File: config.mk
export PLATFORM = sky130hd
export DESIGN_NAME = axil_rd_arbiter_flat
export DESIGN_NICKNAME = d
export VERILOG_FILES = /design/src/rtl/axil_rd_arbiter_pkg.sv /design/src/rtl/axil_rd_arbiter_if.sv /design/src/rtl/axil_rd_arbiter_rr_arb2.sv /design/src/rtl/axil_rd_arbiter.sv /design/src/flat_wrapper.sv
export SDC_FILE = /design/constraint.sdc
export NUM_CORES = 1
export LEC_CHECK = 0
export ABC_AREA = 1
export CORE_ASPECT_RATIO = 0.9
export CORE_MARGIN = 2
export CORE_UTILIZATION = 29
export CTS_CLUSTER_DIAMETER = 120
export DETAILED_ROUTE_END_ITERATION = 6
export GPL_TIMING_DRIVEN = 0
export PLACE_DENSITY = 0.77
export SLEW_MARGIN = 20
export SYNTH_ARGS = -nofsm -noshare
export SYNTH_HDL_FRONTEND = slang
export SYNTH_SLANG_ARGS = --single-unit
File: constraint.sdc
create_clock -name clk -period 1.2 [get_ports clk]
set_input_delay 0.36 -clock clk [delete_from_list [all_inputs] [get_ports clk]]
set_output_delay 0.36 -clock clk [all_outputs]
set_load 0.1 [all_outputs]
File: src/rtl/axil_rd_arbiter_pkg.sv
// Shared types and constants for the two-master AXI-lite read arbiter.
//   AXIL_DATA_WIDTH : default read data width of the core's memory buses
//   arb_state_t     : arbiter FSM states
//   ARB_M_FETCH/LSU : master identifiers used for owner/last_grant
package axil_rd_arbiter_pkg;

  localparam int AXIL_DATA_WIDTH = 32;

  typedef enum logic [1:0] {
    ARB_IDLE = 2'd0,
    ARB_ADDR = 2'd1,
    ARB_DATA = 2'd2
  } arb_state_t;

  localparam logic ARB_M_FETCH = 1'b0;
  localparam logic ARB_M_LSU   = 1'b1;

endpackage

File: src/rtl/axil_rd_arbiter_if.sv
// AXI-lite read channel bundle (AR + R).
//   araddr/arvalid/arready : address channel
//   rdata/rvalid/rready    : read data channel
// Modports:
//   master : the side that issues reads (drives araddr, arvalid, rready)
//   slave  : the side that answers reads (drives arready, rdata, rvalid)
interface axil_rd_arbiter_if
  import axil_rd_arbiter_pkg::*;
#(
  parameter int ADDR_WIDTH = 32,
  parameter int DATA_WIDTH = AXIL_DATA_WIDTH
);

  logic [ADDR_WIDTH-1:0] araddr;
  logic                  arvalid;
  logic                  arready;
  logic [DATA_WIDTH-1:0] rdata;
  logic                  rvalid;
  logic                  rready;

  modport master (
    output araddr, arvalid, rready,
    input  arready, rdata, rvalid
  );

  modport slave (
    input  araddr, arvalid, rready,
    output arready, rdata, rvalid
  );

endinterface

File: src/rtl/axil_rd_arbiter_rr_arb2.sv
// Combinational two-way round-robin selector.
//   req[1:0]   : request per master (bit 0 = fetch, bit 1 = LSU)
//   last_grant : master served most recently
//   gnt_valid  : at least one request present
//   gnt_id     : selected master
module rr_arb2 (
  input  logic [1:0] req,
  input  logic       last_grant,
  output logic       gnt_valid,
  output logic       gnt_id
);

  assign gnt_valid = |req;

  // On a tie the master that was not served last wins; otherwise the lone
  // requester wins. With no request gnt_id is don't-care and reads as 0.
  always_comb begin
    gnt_id = 1'b0;
    if (req == 2'b11) begin
      gnt_id = ~last_grant;
    end else if (req == 2'b10) begin
      gnt_id = 1'b1;
    end
  end

endmodule

File: src/rtl/axil_rd_arbiter.sv
// Two-master AXI-lite read arbiter sharing one read slave, one read in
// flight at a time, round-robin on contention.
//   clk, rst_n : clock and asynchronous active-low reset
//   m0         : fetch read port (slave modport)
//   m1         : LSU read port (slave modport)
//   s          : shared RAM read port (master modport)
module axil_rd_arbiter
  import axil_rd_arbiter_pkg::*;
#(
  parameter int ADDR_WIDTH = 32,
  parameter int DATA_WIDTH = AXIL_DATA_WIDTH
) (
  input  logic             clk,
  input  logic             rst_n,
  axil_rd_arbiter_if.slave  m0,
  axil_rd_arbiter_if.slave  m1,
  axil_rd_arbiter_if.master s
);

  arb_state_t            state_q, state_d;
  logic                  owner_q, owner_d;
  logic                  last_grant_q, last_grant_d;
  logic                  arready_q, arready_d;
  logic [ADDR_WIDTH-1:0] addr_q, addr_d;

  logic                  gnt_valid;
  logic                  gnt_id;
  logic                  in_data;
  logic                  s_rready_w;
  logic [DATA_WIDTH-1:0] rdata_shared;

  rr_arb2 u_rr_arb2 (
    .req        ({m1.arvalid, m0.arvalid}),
    .last_grant (last_grant_q),
    .gnt_valid  (gnt_valid),
    .gnt_id     (gnt_id)
  );

  // arready_q is a one-cycle pulse marking the first ADDR cycle, so the
  // owner's address handshake completes exactly once even if the slave
  // stalls s_arready.
  always_ff @(posedge clk or negedge rst_n) begin
    if (!rst_n) begin
      state_q      <= ARB_IDLE;
      owner_q      <= ARB_M_FETCH;
      last_grant_q <= ARB_M_LSU;
      arready_q    <= 1'b0;
      addr_q       <= '0;
    end else begin
      state_q      <= state_d;
      owner_q      <= owner_d;
      last_grant_q <= last_grant_d;
      arready_q    <= arready_d;
      addr_q       <= addr_d;
    end
  end

  always_comb begin
    state_d      = state_q;
    owner_d      = owner_q;
    last_grant_d = last_grant_q;
    arready_d    = 1'b0;
    addr_d       = addr_q;
    case (state_q)
      ARB_IDLE: begin
        if (gnt_valid) begin
          owner_d   = gnt_id;
          addr_d    = (gnt_id == ARB_M_LSU) ? m1.araddr : m0.araddr;
          arready_d = 1'b1;
          state_d   = ARB_ADDR;
        end
      end
      ARB_ADDR: begin
        if (s.arready) begin
          state_d = ARB_DATA;
        end
      end
      ARB_DATA: begin
        if (s.rvalid && s_rready_w) begin
          last_grant_d = owner_q;
          state_d      = ARB_IDLE;
        end
      end
      default: begin
        state_d = ARB_IDLE;
      end
    endcase
  end

  // Address side is decoded purely from registers.
  assign s.araddr   = addr_q;
  assign s.arvalid  = (state_q == ARB_ADDR);
  assign m0.arready = arready_q && (owner_q == ARB_M_FETCH);
  assign m1.arready = arready_q && (owner_q == ARB_M_LSU);

  // Read data is a combinational pass-through, steered to the owner only.
  assign in_data      = (state_q == ARB_DATA);
  assign s_rready_w   = in_data && ((owner_q == ARB_M_LSU) ? m1.rready : m0.rready);
  assign s.rready     = s_rready_w;
  assign m0.rvalid    = in_data && (owner_q == ARB_M_FETCH) && s.rvalid;
  assign m1.rvalid    = in_data && (owner_q == ARB_M_LSU) && s.rvalid;
  assign rdata_shared = s.rdata;
  assign m0.rdata     = rdata_shared;
  assign m1.rdata     = rdata_shared;

endmodule

File: src/flat_wrapper.sv
// flat-port wrapper written by rule: the top's interface ports become plain ports
module axil_rd_arbiter_flat import axil_rd_arbiter_pkg::*;
#(
  parameter int ADDR_WIDTH = 32,
  parameter int DATA_WIDTH = AXIL_DATA_WIDTH
)
  (clk, rst_n, m0_araddr, m0_arvalid, m0_rready, m0_arready, m0_rdata, m0_rvalid, m1_araddr, m1_arvalid, m1_rready, m1_arready, m1_rdata, m1_rvalid, s_araddr, s_arvalid, s_rready, s_arready, s_rdata, s_rvalid);
  axil_rd_arbiter_if #(.ADDR_WIDTH(ADDR_WIDTH), .DATA_WIDTH(DATA_WIDTH)) m0_i ();
  axil_rd_arbiter_if #(.ADDR_WIDTH(ADDR_WIDTH), .DATA_WIDTH(DATA_WIDTH)) m1_i ();
  axil_rd_arbiter_if #(.ADDR_WIDTH(ADDR_WIDTH), .DATA_WIDTH(DATA_WIDTH)) s_i ();
  input  logic clk;
  input  logic rst_n;
  input wire logic [$bits(m0_i.araddr)-1:0] m0_araddr;
  input wire logic [$bits(m0_i.arvalid)-1:0] m0_arvalid;
  input wire logic [$bits(m0_i.rready)-1:0] m0_rready;
  output wire logic [$bits(m0_i.arready)-1:0] m0_arready;
  output wire logic [$bits(m0_i.rdata)-1:0] m0_rdata;
  output wire logic [$bits(m0_i.rvalid)-1:0] m0_rvalid;
  input wire logic [$bits(m1_i.araddr)-1:0] m1_araddr;
  input wire logic [$bits(m1_i.arvalid)-1:0] m1_arvalid;
  input wire logic [$bits(m1_i.rready)-1:0] m1_rready;
  output wire logic [$bits(m1_i.arready)-1:0] m1_arready;
  output wire logic [$bits(m1_i.rdata)-1:0] m1_rdata;
  output wire logic [$bits(m1_i.rvalid)-1:0] m1_rvalid;
  output wire logic [$bits(s_i.araddr)-1:0] s_araddr;
  output wire logic [$bits(s_i.arvalid)-1:0] s_arvalid;
  output wire logic [$bits(s_i.rready)-1:0] s_rready;
  input wire logic [$bits(s_i.arready)-1:0] s_arready;
  input wire logic [$bits(s_i.rdata)-1:0] s_rdata;
  input wire logic [$bits(s_i.rvalid)-1:0] s_rvalid;
  assign m0_i.araddr = m0_araddr;
  assign m0_i.arvalid = m0_arvalid;
  assign m0_i.rready = m0_rready;
  assign m0_arready = m0_i.arready;
  assign m0_rdata = m0_i.rdata;
  assign m0_rvalid = m0_i.rvalid;
  assign m1_i.araddr = m1_araddr;
  assign m1_i.arvalid = m1_arvalid;
  assign m1_i.rready = m1_rready;
  assign m1_arready = m1_i.arready;
  assign m1_rdata = m1_i.rdata;
  assign m1_rvalid = m1_i.rvalid;
  assign s_araddr = s_i.araddr;
  assign s_arvalid = s_i.arvalid;
  assign s_rready = s_i.rready;
  assign s_i.arready = s_arready;
  assign s_i.rdata = s_rdata;
  assign s_i.rvalid = s_rvalid;
  axil_rd_arbiter #(.ADDR_WIDTH(ADDR_WIDTH), .DATA_WIDTH(DATA_WIDTH)) u_core (.clk(clk), .rst_n(rst_n), .m0(m0_i), .m1(m1_i), .s(s_i));
endmodule
Word-level counts from Yosys, hierarchy flattened. Index checks and enable logic that the tools add are counted. W data, S select, Z words.

Memory bits (read-only): 0. Bits in latches: 0. Memory bits (writable): 0. Word-level logic and storage cells: 37. Memories: 0. Output and inout bits: 102. Flip-flop bits (word level): 37. Input port bits: 104.

Eq/ne operators: 7. Bitwise logic cells: 2. Order comparisons: 0. Shifts and indexed selects: 0. Multiplexer cells: 10. Reduce and logical (&&, ||, !) cells: 13. Div/mod/pow operators: 0. $mul: 0. $add $sub $neg: 0.

Operators by type and width (count): $mux W32 (1); $logic_and A1 B1 Y1 (8); $eq A2 B2 Y1 const B (3); $mux W2 (3); $pmux W2 S3 (1); $mux W1 (5); $ne A2 B1 Y1 const B (2); $reduce_and A2 Y1 (2); $reduce_and A3 Y1 (1); $eq A2 B1 Y1 const B (1); $logic_not A2 Y1 (1); $ne A2 B2 Y1 const B (1); $not A1 Y1 (2); $reduce_or A2 Y1 (1).

Depth between registers and ports, before layout. Gate-level depths: netlist of the first run.

Depth after elaboration: 5. Gate-level depth with buffers: 7. Mapped depth without buffers: 6.

Hierarchy. Synthesis of the first run repeated with hierarchy kept, for this count alone.

Cells, all modules: 339. Area total of the unflattened synthesis: 2393.5 µm².

By module, submodules not included: axil_rd_arbiter (sequential area each 927.1 µm², area each 2378.5 µm², cells each 336, instances 1); rr_arb2 (sequential area each 0.0 µm², area each 15.0 µm², cells each 3, instances 1).

Least setup slack after synthesis of the first run. No wires, ideal clock.

Path kind: register -> output. Start: register u_core.state_q[1]. End: output m0_rvalid. Data arrival time: 2.685 ns. Buffers on the path: 0. Required time: 0.840 ns. Cell stages (with the launch flop): 5. Setup slack: -1.845 ns. Cells stage by stage: dfrtp_1 -> inv_1 -> nor2_1 -> inv_1 -> nor3_1.

Word-level cells in the longest chain between the ends: 3.

RTL lines: from (decl) (line axil_rd_arbiter.sv:20) `arb_state_t state_q, state_d;`; from (signal assigned) (line axil_rd_arbiter.sv:50) `state_q <= state_d;`; $eq A2 B2 Y1 (line axil_rd_arbiter.sv:97) `assign in_data = (state_q == ARB_DATA);`; $logic_and A1 B1 Y1 (2 in series) (line axil_rd_arbiter.sv:100) `assign m0.rvalid = in_data && (owner_q == ARB_M_FETCH) && s.rvalid;`; to (decl) (line flat_wrapper.sv:18) `output wire logic [$bits(m0_i.rvalid)-1:0] m0_rvalid;`.

Every way passes these cells.

Worst setup path in the final report of the first run.
Start: register u_core.owner_q. End: output m1_rvalid.

Word-level cells in the longest chain between the ends: 2.

RTL lines: from (decl) (line axil_rd_arbiter.sv:21) `logic owner_q, owner_d;`; from (signal assigned) (line axil_rd_arbiter.sv:51) `owner_q <= owner_d;`; $logic_and A1 B1 Y1 (2 in series) (line axil_rd_arbiter.sv:101) `assign m1.rvalid = in_data && (owner_q == ARB_M_LSU) && s.rvalid;`; to (decl) (line flat_wrapper.sv:24) `output wire logic [$bits(m1_i.rvalid)-1:0] m1_rvalid;`.

Every way passes these cells.

==> metrics.txt, run 1 <==
TNS Setup=-5.742 ns; CP top delay family=flip-flops; fillers=between 600 and 700; Top Ports=just over 200; Clock Skews=0.006424 ns; max incr delay on CP=around 0.44 ns; synth top area cells=dfrtp_1 (37%), nand2_1 (26%), buf_4 (21%); Clk pin slew, worst setup/hold paths=about 0.07 ns; initial DRC count=55; GRT Max-Usage Layer=met2; CP max stage cell=dfrtp_2; final hold viol count=0; Worst Max-Slew Pin Slew=about 0.49 ns; HP Class=input port to async pin; vias per inst=around 4.4; M3 GR Usage=4.412%; Util after Layout=around 63%; Syn Std Cell Area=between 0.002 and 0.0025 sq mm; synthesized netlist cell count=about 340; DRT Wirelength=roughly 8.5 mm; vias in the first global route=2721; syn nets=~450; critical path arrival=1.31 ns; synthesis-to-finish area growth=109.9%; routing usage on met2=29.64%; Post-Syn Area per Cell=between 7 and 8 sq um; area of placed instances=between 0.004 and 0.005 sq mm; failing checks=setup timing; worst endpoint required time=0.84 ns; TritonRoute pass-1 iters=4; Multi-input gate area=approximately 0.0010 sq mm; sequential-to-total area share from yosys stat=roughly two fifths; CP endpoint kind=output port; CP Max Fanout=5; root buf cell=clkbuf_8; DP HPWL=6.062 mm; commonest non-fill, non-tap cells in the layout=nand2_1 (146), buf_4 (142), clkdlybuf4s50_1 (67); Port Buffer Count=172; clk buf depth=2; leak pwr=2.575 nW; Chip Height=90.71 um; htree depth=2; fin cells=approximately 640; synth warn=0; total grt overflow=0; first-pass GRT wire length=about 12 mm; status=finished, violations left; CTS tree=built; Slew HR=between 60% and 70%; worst path cell trace=inv_2, buf_6, nor3_4, buf_12; RePlAce Congestion=between 0.7 and 0.8; Nets=645; startpoint types=register; fin. max-slew vios=0; antenna diode instance count=0; worst setup path class=register to output port; Core ar.=0.008068 sq mm; RSZ-0062 raised after global routing=yes; pin count of the biggest net entering global routing=20; TritonCTS buffer count=5; fin crit period=between 1.5 and 2 ns; Max IR drop VDD=~2.1 mV; Initial Util=around 30%; max cap viols=0; P per Cell Area=2853 mW/mm^2; Worst-Skew Late Latency=around 0.28 ns; post-route ant nets=0; clk sinks=37; Post-Layout Inst Area=0.005084 sq mm; Placement Rows=31; routed vias=~2800; final setup margin=-0.4713 ns; final worst-path cycle share=139.3%; most common cell after layout, fill and taps aside=nand2_1; gr usage total=16.94%; critical path buffer and inverter count=3; hold buffer count at CTS=0; top cell type by total area after synthesis=dfrtp_1; Die Span X=between 100 and 150 um; setup violators final=69; WL/cell=approximately 13 um; synthesized flop and latch total=37; Cells after DPL=about 610; Yosys cell types=18; initial antenna violation count=0; DRC errors left=0; M1 GR Usage=between 20 and 25%; Max Clock Freq=about 600 MHz; Storage cell area=968.4 sq um; Yosys top cell area share=37.19%; share of post-route cells with drive strength above 1=a little over half; Hold Slack=approximately 0.024 ns; full die area=0.009101 sq mm
[worst paths after layout]
path                                      from                  end  slack (ns)  depth (start not counted)
min reg2reg                 u_core.s.araddr[8]   u_core.s.araddr[8]        0.51                          2
max                             u_core.owner_q            m1_rvalid       -0.47                          4
max reg2reg                u_core.last_grant_q  u_core.s.araddr[25]       -0.10                          7
min                                      rst_n   u_core.s.araddr[0]        0.02                          1
min in group clk                    m1_arvalid  u_core.s.araddr[30]        0.48                          5
max in group asynchronous                rst_n  u_core.s.araddr[11]        0.71                          2
[kinds of logic after synthesis]
family	count (synthesis)	share of synthesized area (%)
AO/OA/AOI/OAI	4	1.395
buffers and inverters	88	25.46
flip-flops	37	38.27
AND/OR/NAND/NOR	212	34.87
[cell usage after synthesis]
cell type	n
nand2_1	171
o21ai_4	1
dfrtp_1	36
inv_1	7
nand2_2	1
nor3_1	2
inv_2	1
buf_2	7
nor2_1	4
buf_4	68
dfstp_2	1
clkbuf_1	2
o31ai_1	1
buf_6	3
o21ai_0	1
nand4_1	1
nand3_1	33
a21oi_1	1
[per-stage QoR]
step                      power (mW)  setup slack [ns]
after floorplan                8.922           -0.6155
after global placement         10.90            -1.425
after detailed placement       11.02            -1.447
after CTS                      13.35           -0.4957
after global routing           15.11           -0.5586
final                          14.51           -0.4713
[per-layer routing]
| layer | vias up | wire [um] |
|---|---|---|
| met2 | 119 | 4476 |
| li1 | 1381 | - |
| met4 | 0 | 145 |
| met5 | - | 0 |
| met1 | 1284 | 3271 |
| met3 | 10 | 644 |
[worst reg2reg max path: stages, from the launching register on]
cell	delay [ns]
dfstp_2	0.59
nand2_8	0.10
nand2_8	0.13
buf_8	0.13
nand2_1	0.07
nand2_1	0.08
nand2_1	0.07
nand2_1	0.06
[cell type report]
cell class              instances  share of cell area (%)
repair buffers                193                   42.31
multi-input cells             216                   20.31
flip-flops and latches         37                   19.05
plain buffers                  80                   12.80
well taps                      99                   2.437
clock buffers                   7                   1.698
inverters                       8                  0.8122
clock inverters                 1                  0.5907
[flip-flops by register name, indices dropped and copies added, names as in the netlist]
| register | flops |
|---|---|
| u_core.s.araddr | 32 |
| u_core.state_q | 2 |
| u_core.arready_q | 1 |
| u_core.last_grant_q | 1 |
| u_core.owner_q | 1 |
[power breakdown]
group / switching [mW] / total (mW) / internal (mW)
Combinational: 6.97 / 10.8 / 3.84
Clock: 0.416 / 1.09 / 0.677
Sequential: 0.657 / 2.61 / 1.95
Total: 8.04 / 14.5 / 6.47
[timing repair]
action	CTS	global route
resized for setup	700	90
pin swaps	8	8
buffers inserted	10	8
endpoints found under the setup margin	136	73
cloned	0	3
(Power assumes the default switching activity.)
==> inputs of run 2 (changes only) <==
CORE_UTILIZATION = 32   (was 29)
PLACE_DENSITY = 0.81   (was 0.77)
clock period = 1.78 ns   (was 1.2 ns; I/O delays follow)
==> run 2 against run 1 <==
The run still ends with setup timing left; sequential power is 43% lower; critical path depth decreased by 1; final cell count fell by 2.7%; clock-buffer cell count increased by 1; combinational power decreased by 46%; cell area is 9.1% lower; clock power down 46%; total power fell by 45%; wire length down 11%; first-iteration DRC count increased by 80%; critical path type unchanged; largest cell class unchanged.
==> metrics.txt, run 2 (synthesis gave the netlist of run 1 again) <==
final setup margin=-0.04058 ns (+0.4308 ns); WL/cell=12.23 um (-8.2%); Placement Rows=30 (-3.2%); initial DRC count=99 (+80%); clock share of power=7.4% (about the same); full die area=0.008283 sq mm (-9.0%); status=finished, violations left; TNS Setup=-0.04409 ns (+5.698 ns); Max Clock Freq=549.3 MHz; Chip Height=86.54 um (-4.6%); P per Cell Area=1717 mW/mm^2 (-40%); setup violators final=2 (-97%); vias per inst=4.345 (-0.33%); Slew HR=62.90% (-4.2 points); Switching Fraction=62.86% (+7.4 points); pin count of the biggest net entering global routing=20 (unchanged); RSZ-0062 raised after global routing=yes; routed vias=2711 (-3.0%); max FFs per register=32 (unchanged); DP HPWL=6.047 mm (-0.25%); Max IR drop VDD=1.251 mV (-40%); TritonCTS buffer count=5 (unchanged); total grt overflow=0 (unchanged); Die Span X=95.71 um (-4.6%); Worst Max-Slew Pin Slew=0.5592 ns (+0.06578 ns); antenna diode instance count=0 (unchanged); vias in the first global route=2577 (-5.3%); htree depth=2 (unchanged); CP Max Fanout=5 (unchanged); TritonRoute pass-1 iters=4 (unchanged); HP Class=input port to async pin; critical path arrival=1.29 ns (-0.02 ns); P_int=2.947 mW (-54%); leak pwr=2.335 nW (-9.3%); commonest non-fill, non-tap cells in the layout=nand2_1 (169), clkdlybuf4s15_2 (87), buf_4 (74); fin crit period=1.821 ns; clk sinks=37 (unchanged); Core ar.=0.007432 sq mm (-7.9%); fin cells=624 (-2.7%); Clk pin slew, worst setup/hold paths=0.07 ns (about the same); Port Buffer Count=172 (unchanged); Clock Skews=0.009145 ns (+0.002721 ns); Initial Util=32.59% (+2.6 points); Hold Slack=0.2131 ns (+0.1891 ns); most common cell after layout, fill and taps aside=nand2_1; Top Ports=206 (unchanged); CTS tree=built; hold buffer count at CTS=0 (unchanged); Post-Layout Inst Area=0.004622 sq mm (-9.1%); DRC errors left=0 (unchanged); first-pass GRT wire length=11.46 mm (-7.9%); max cap viols=0 (unchanged); final hold viol count=0 (unchanged); fin. max-slew vios=0 (unchanged); gr usage total=17.67% (+0.73 points); area of placed instances=0.004333 sq mm (-1.2%); startpoint types=register; clk buf depth=2 (unchanged); Nets=631 (-2.2%); worst setup path class=register to output port; Worst-Skew Late Latency=0.28 ns (about the same); net switching power=4.989 mW (-38%); failing checks=setup timing; final worst-path cycle share=102.3%; synthesis-to-finish area growth=90.81%; RePlAce Congestion=0.7236 (-1.7%); DRT Wirelength=7.633 mm (-11%); worst endpoint required time=1.25 ns (+0.41 ns); CP endpoint kind=output port; sequential power share=18.7% (+0.7 points); Setup WS pre-CTS=-1.225 ns (+0.2217 ns); share of post-route cells with drive strength above 1=39.96% (-12 points); root buf cell=clkbuf_8; post-route ant nets=0 (unchanged); Comb power frac=73.9% (-0.6 points); initial antenna violation count=0 (unchanged); Cells after DPL=610 (-0.49%)
## run 2: final cells by class
cell class / count / area (sq um)
plain buffers: 80 / 586.8
clock buffers: 8 / 90.09
fillers: 630 / 2810
inverters: 8 / 32.53
multi-input cells: 216 / 939.7
flip-flops and latches: 37 / 928.4
well taps: 96 / 120.1
repair buffers: 179 / 1924
## run 2: per-layer routing
| metal | global-route usage, % | routed length [um] | up-vias |
|---|---|---|---|
| met1 | 19.98 | 2981 | 1242 |
| li1 | - | - | 1352 |
| met4 | 3.766 | 53 | 0 |
| met5 | 0 | 0 | - |
| met3 | 4.870 | 680 | 4 |
| met2 | 32.93 | 3917 | 113 |
## run 2: path summary, 6_finish.rpt
path                       cells after the start  slack (ns)                 from                  end
hold / removal                                 1        0.21                rst_n    u_core.state_q[0]
setup reg to reg                               7        0.43  u_core.last_grant_q  u_core.s.araddr[10]
min in group clk                               2        0.47  u_core.last_grant_q  u_core.last_grant_q
hold reg to reg                                2        0.47  u_core.last_grant_q  u_core.last_grant_q
max in group asynchronous                      2        1.03                rst_n  u_core.last_grant_q
setup / recovery                               3       -0.04       u_core.owner_q            m0_rvalid
## run 2: power groups by stage
stage | combinational (mW) | clock [mW] | sequential [mW]
2_1_floorplan | 2.01 | 0 | 3.92
3_3_place_gp | 5.78 | 0 | 1.49
3_5_place_dp | 5.84 | 0 | 1.50
4_1_cts | 5.81 | 0.613 | 1.50
5_1_grt | 6.15 | 0.643 | 1.53
6_report | 5.87 | 0.587 | 1.48
## run 2: critical path, stage by stage, from the launching register on
cell	delay [ns]
dfrtp_2	0.45
buf_4	0.16
nor3_4	0.21
buf_12	0.20
## run 2: repair_timing
action,in CTS,in global routing
setup endpoints to repair,102,13
resized for setup,343,15
pin swaps,4,0
gates cloned,0,0
buffers inserted,3,3
## run 2: metrics by stage
stage          utilization (%)  total power [mW]
4_1_cts                  61.87             7.924
3_5_place_dp             58.30             7.346
6_report                 62.19             7.936
3_3_place_gp             58.00             7.264
2_1_floorplan                -             5.923
5_1_grt                  62.19             8.324
==> RTL edit 1 (config.mk and constraints of run 1) <==
Re-encode `arb_state_t` (3 states) as one-hot, 3 bits wide.
--- a/src/rtl/axil_rd_arbiter_pkg.sv
+++ b/src/rtl/axil_rd_arbiter_pkg.sv
@@ -6,10 +6,10 @@
 
   localparam int AXIL_DATA_WIDTH = 32;
 
-  typedef enum logic [1:0] {
-    ARB_IDLE = 2'd0,
-    ARB_ADDR = 2'd1,
-    ARB_DATA = 2'd2
+  typedef enum logic [2:0] {
+    ARB_IDLE = 3'b001,
+    ARB_ADDR = 3'b010,
+    ARB_DATA = 3'b100
   } arb_state_t;
 
   localparam logic ARB_M_FETCH = 1'b0;
Function: no difference found for any inputs over 10 cycles, from zero or initial values and one cycle with rst_n low; not proved beyond that.
==> RTL edit 1 against run 1 <==
  * The flow still finishes with violations (setup timing)
  * Routed wire length up 7.3%
  * Count of clock-buffer cells in the layout unchanged
  * Worst hold slack better by 0.47 ns
  * Core utilization up 1.2 points
  * Total power up 11%
  * Final area up 2.4%
  * Final cell count down 6.2%
  * First-iteration DRC count up 35%
  * Global-route usage up 1.8 points
  * Synthesized area up 0.46%
  * Worst setup slack worse by 0.042 ns
  * Sequential cell count up 1
  * Largest cell class unchanged
  * Largest power group unchanged
  * Highest routed layer unchanged
==> RTL edit 1: results (changes against run 1) <==
[detailed_routing]
wl_met1_um=3480  ; +6.5%
wl_um=9160  ; +7.3%
wl_met3_um=626  ; -2.8%
routed-wl-met2_um=4950  ; +11%
vias=2759  ; -1.3%
drt-initial-drc-count=74  ; +35%
viasPerCell=4.59  ; +5.3%

[global_route]
grt_max_degree=25  ; +25%
use_met3=0.0457  ; +0.00155
grt_usage=0.188  ; +0.0182
grtUsageMet1=0.209  ; +0.00717
grt_pass1_vias=2949  ; +8.4%
met2_usage=0.356  ; +0.0598
grt_first_pass_wirelength_um=13900  ; +11%

[cells_and_area]
drive_gt1_frac=0.645  ; +0.121
final_nets=605  ; -6.2%
n_fill_cell=657  ; -5.3%
largest_reg_flops=32  ; unchanged

[critical_path]
r2r_cells=9  ; +2
crit_arrival_ns=1.35  ; +0.04 ns
crit_fanout=4  ; -1

[power_and_ir_drop]
ir_worst_vdd_mv=1.47  ; -30%
leakagePower_uw=0.00237  ; -8.1%
net-switching-power_uw=8850  ; +10%

[place]
dp_hpwl_um=6430  ; +6.0%
placed_cell_area_mm2=0.00439  ; about the same
io_buffers=172  ; unchanged
pre_cts_ws_ns=-1.59  ; -0.147 ns
place_congestion=0.750  ; +1.9%
placed_cells=561  ; -8.5%

[synthesis]
async_reset_ff_frac=1.00  ; unchanged
synth-seq-area-share=0.392  ; +0.00903
synthCells=289  ; -15%
netlist_top_cells_area=dfrtp_1 (37%), buf_4 (20%), o21ai_1 (8.2%)
syn_nets=393  ; -12%
netlist_top_cells_count=buf_4 (64), nand2_1 (44), o21ai_1 (40)
synth_cell_types=23  ; +5

[min_path]
hold_depth=4
hold_path_class=in2reg

[timing]
setup_viol=75  ; +8.7%
worst_slew_pin_slew_ns=0.489  ; -0.00421 ns
finalSetupTns_ns=-19.19  ; -13.44 ns
finClkSkew_ns=0.00562  ; -0.000802 ns
setup_ws_ns=-0.513  ; -0.0415 ns

[clock_network]
clk_pin_slew_ns=0.08
clockBufferDepth=2  ; unchanged
h-tree-depth=2  ; unchanged

[outcome]
violations=setup timing
outcome=finished with violations

==> RTL edit 1: final timing paths <==
kind                                      from  slack [ns]                  end
max                          u_core.state_q[1]       -0.51            m1_rvalid
min                                 m1_arvalid        0.49    u_core.state_q[0]
max reg2reg                  u_core.state_q[0]       -0.49  u_core.s.araddr[19]
min reg2reg                u_core.last_grant_q        0.50  u_core.last_grant_q
max in group asynchronous                rst_n        0.16   u_core.s.araddr[7]
min in group asynchronous                rst_n        0.54    u_core.state_q[2]
==> RTL edit 1: worst max-delay path, stage by stage (launching register included) <==
cell and delay (ns):
dfrtp_1 0.38, inv_2 0.09, nand4_1 0.13, buf_6 0.16, nor2_4 0.12, buf_12 0.19
==> RTL edit 1: timing repair <==
item                                    CTS  global route
buffers inserted                         18            12
cloned                                    4             1
endpoints found under the setup margin  138            76
resized for setup                       721            77
hold buffers                              1             0
pin swaps                                 6            10
hold endpoints to repair                 12             0
==> RTL edit 1: cells by family (layout without fill, tap and decap cells) <==
logic type,after synthesis,in the layout,synth area share
AOI/OAI and AO/OA,86,86,0.202
buffers and inverters,91,304,0.266
DFF,38,38,0.392
and+or+nand+nor,74,74,0.140
==> RTL edit 1: final cells by class <==
type                    instances  area (um2)  share of cell area
inverters                      11        63.8              0.0123
plain buffers                  78         592               0.114
multi-input cells             160        1040               0.199
flip-flops and latches         38         995               0.191
well taps                      99         124              0.0238
clock buffers                   7        86.3              0.0166
repair buffers                207        2300               0.442
clock inverters                 1        5.00            0.000962
==> RTL edit 1: power by group through the flow <==
stage	clock [uW]	sequential, uW	combinational [uW]
final	928	2760	12500
after global routing	1020	2840	13000
after CTS	963	2670	11300
after detailed placement	0	2480	9540
after global placement	0	2450	9440
after floorplan	0	6380	3380
==> RTL edit 2 (settings of run 1) <==
Without the edit above. `ADDR_WIDTH` is set to 32 in 3 places; all go to 16.
--- a/src/rtl/axil_rd_arbiter_if.sv
+++ b/src/rtl/axil_rd_arbiter_if.sv
@@ -7,7 +7,7 @@
 interface axil_rd_arbiter_if
   import axil_rd_arbiter_pkg::*;
 #(
-  parameter int ADDR_WIDTH = 32,
+  parameter int ADDR_WIDTH = 16,
   parameter int DATA_WIDTH = AXIL_DATA_WIDTH
 );
 
--- a/src/rtl/axil_rd_arbiter.sv
+++ b/src/rtl/axil_rd_arbiter.sv
@@ -7,7 +7,7 @@
 module axil_rd_arbiter
   import axil_rd_arbiter_pkg::*;
 #(
-  parameter int ADDR_WIDTH = 32,
+  parameter int ADDR_WIDTH = 16,
   parameter int DATA_WIDTH = AXIL_DATA_WIDTH
 ) (
   input  logic             clk,
--- a/src/flat_wrapper.sv
+++ b/src/flat_wrapper.sv
@@ -1,7 +1,7 @@
 // flat-port wrapper written by rule: the top's interface ports become plain ports
 module axil_rd_arbiter_flat import axil_rd_arbiter_pkg::*;
 #(
-  parameter int ADDR_WIDTH = 32,
+  parameter int ADDR_WIDTH = 16,
   parameter int DATA_WIDTH = AXIL_DATA_WIDTH
 )
   (clk, rst_n, m0_araddr, m0_arvalid, m0_rready, m0_arready, m0_rdata, m0_rvalid, m1_araddr, m1_arvalid, m1_rready, m1_arready, m1_rdata, m1_rvalid, s_araddr, s_arvalid, s_rready, s_arready, s_rdata, s_rvalid);
Ports: changed (resized m0_araddr, m1_araddr and s_araddr); port bits go from 206 to 158. No check against the original RTL was run, so the function may have changed too.
==> RTL edit 2 against run 1 <==
  * The flow still finishes with violations (setup timing)
  * Sequential cell count fell by 16
  * Total power shrank 37%
  * Routed wire length shrank 38%
  * Core utilization rose by 1.9 points
  * Final area shrank 33%
  * Synthesized area fell by 34%
  * Worst setup slack improved by 0.015 ns
  * Sequential share of layout area shrank 3.0 points
  * Largest power group unchanged
==> RTL edit 2: results (changes against run 1) <==
[place]
dp_hpwl_um=3870  ; -36%
placed_cells=411  ; -33%
io_buffers=124  ; -28%
pre_cts_ws_ns=-1.45  ; -0.00737 ns
place_congestion=0.717  ; -2.6%

[global_route]
grt_max_degree=22  ; +10%
grt_antenna_before_repair=0  ; unchanged
grt_first_pass_wirelength_um=7190  ; -42%
grt_remaining_overflow=0  ; unchanged
grt_usage=0.154  ; -0.0150
grt_pass1_vias=1673  ; -39%

[timing]
timing.hold.ws_ns=0.322  ; +0.298 ns
setup_ws_ns=-0.457  ; +0.0147 ns
setup_viol=38  ; -45%
finClkSkew_ns=0.00495  ; -0.00148 ns
max_slew_margin=0.372  ; -0.299

[synthesis]
async_reset_ff_frac=1.00  ; unchanged
syn_nets=292  ; -34%
synth.avg_cell_area_um2=7.24  ; +1.9%
synth-seq-area-share=0.331  ; -0.0520
netlist_top_cells_count=nand2_1 (90), buf_4 (65), dfrtp_1 (20)
netlist_top_cells_area=dfrtp_1 (31%), buf_4 (31%), nand2_1 (21%)
yosysWarningCount=0  ; unchanged
synth_cell_types=17  ; -1

[detailed_routing]
vias=1859  ; -33%
viasPerCell=4.29  ; -1.5%
wl_um=5310  ; -38%
drt-initial-drc-count=27  ; -51%
first_pass_iters=4  ; unchanged

[clock_network]
clock_latency_ns=0.26  ; -0.02 ns
clk_pin_slew_ns=0.07  ; about the same
cts_buffers=3  ; -2
cts_root_buf=clkbuf_8
h-tree-depth=1  ; -1
clockBufferDepth=2  ; unchanged

[critical_path]
crit_fanout=2  ; -3
r2r_cells=8  ; +1
worst_r2r_endpoint=u_core.s.araddr[7]
reg2reg_slack_ns=-0.17  ; -0.07 ns
r2r-start=u_core.state_q[1]
slowest_delay_ns=0.52  ; +0.08 ns
slowest_stage=clkdlybuf4s50_1
crit_arrival_ns=1.30

[cells_and_area]
drive_gt1_frac=0.642  ; +0.118
n_antenna_cell=0  ; unchanged
final_nets=439  ; -32%
n_fill_cell=480  ; -31%
largest_reg_flops=16  ; -50%

[power_and_ir_drop]
leakagePower_uw=0.00178  ; -31%
ir_worst_vdd_mv=1.79  ; -14%
swShare=0.567  ; +0.0126

[min_path]
hold_path_class=in2async

[outcome]
outcome=finished with violations
violations=setup timing

RTL edit 2: changes by cell type in the layout (fill, tap and decap cells not counted), sizes merged, moves of 7 or more:
cell,delta
nand2,-80
clkbuf,-7
clkdlybuf4s50,-33
buf,-26
nand3,-16
dfrtp,-16
RTL edit 2: final cells by class:
class | count | share of cell area
buffer | 71 | 0.162
tap | 67 | 0.0244
multi-input combinational | 120 | 0.195
timing repair buffer | 142 | 0.431
sequential | 21 | 0.160
inverter | 8 | 0.0128
clock inverter | 1 | 0.00146
clock buffer | 3 | 0.0120
RTL edit 2: how the worst max path moves through the flow:
stage | slack, ns | cells after the start | endpoint | startpoint
5_1_grt | -0.52 | 5 | m1_rvalid | u_core.state_q[1]
3_3_place_gp | -1.43 | 4 | m1_rvalid | s_rvalid
3_5_place_dp | -1.45 | 4 | m1_rvalid | s_rvalid
4_1_cts | -0.44 | 4 | s_rready | u_core.owner_q
6_report | -0.46 | 4 | s_rready | m0_rready
2_1_floorplan | -0.62 | 4 | m0_rvalid | u_core.state_q[1]
RTL edit 2: timing repair:
| action | in CTS | in global routing |
|---|---|---|
| gates resized for setup | 578 | 62 |
| endpoints found under the setup margin | 124 | 57 |
| cloned | 0 | 2 |
| buffers inserted | 6 | 11 |
| pin swaps | 5 | 15 |
RTL edit 2: power by group through the flow:
| stage | clock network (uW) | logic, uW | registers [uW] |
|---|---|---|---|
| 6_report | 462 | 7080 | 1550 |
| 5_1_grt | 505 | 7370 | 1590 |
| 4_1_cts | 471 | 6050 | 1430 |
| 3_5_place_dp | 0 | 5440 | 1350 |
| 3_3_place_gp | 0 | 5400 | 1330 |
| 2_1_floorplan | 0 | 2400 | 3150 |
RTL edit 2: per-layer routing:
metal | GRT usage | part of all wire | up-vias
met3 | 0.0485 | 0.088 | 6
li1 | - | - | 904
met4 | 0.0278 | 0.010 | 0
met2 | 0.296 | 0.54 | 86
met5 | 0 | 0 | -
met1 | 0.167 | 0.36 | 863
RTL edit 2: cells by family (layout without fill, tap and decap cells):
kind of cell,after synthesis,after routing,share of synthesized area
simple gates,116,116,0.293
compound gates,4,4,0.0165
buf+inv,79,225,0.360
flops,21,21,0.331
RTL edit 2: worst max-delay path: cells and delay by family:
kind / cells / cell delay [ns]
buffers and inverters: 2 / 0.71
and+or+nand+nor: 1 / 0.07
AOI/OAI and AO/OA: 1 / 0.15
RTL edit 2: stage by stage:
step / setup TNS (ns) / area, um2 / util
after floorplan: -2.44 / 1670 / -
final: -4.68 / 3430 / 0.649
after detailed placement: -79.39 / 2990 / 0.566
after global routing: -6.45 / 3430 / 0.649
after CTS: -3.92 / 3100 / 0.586
after global placement: -79.06 / 2990 / 0.566
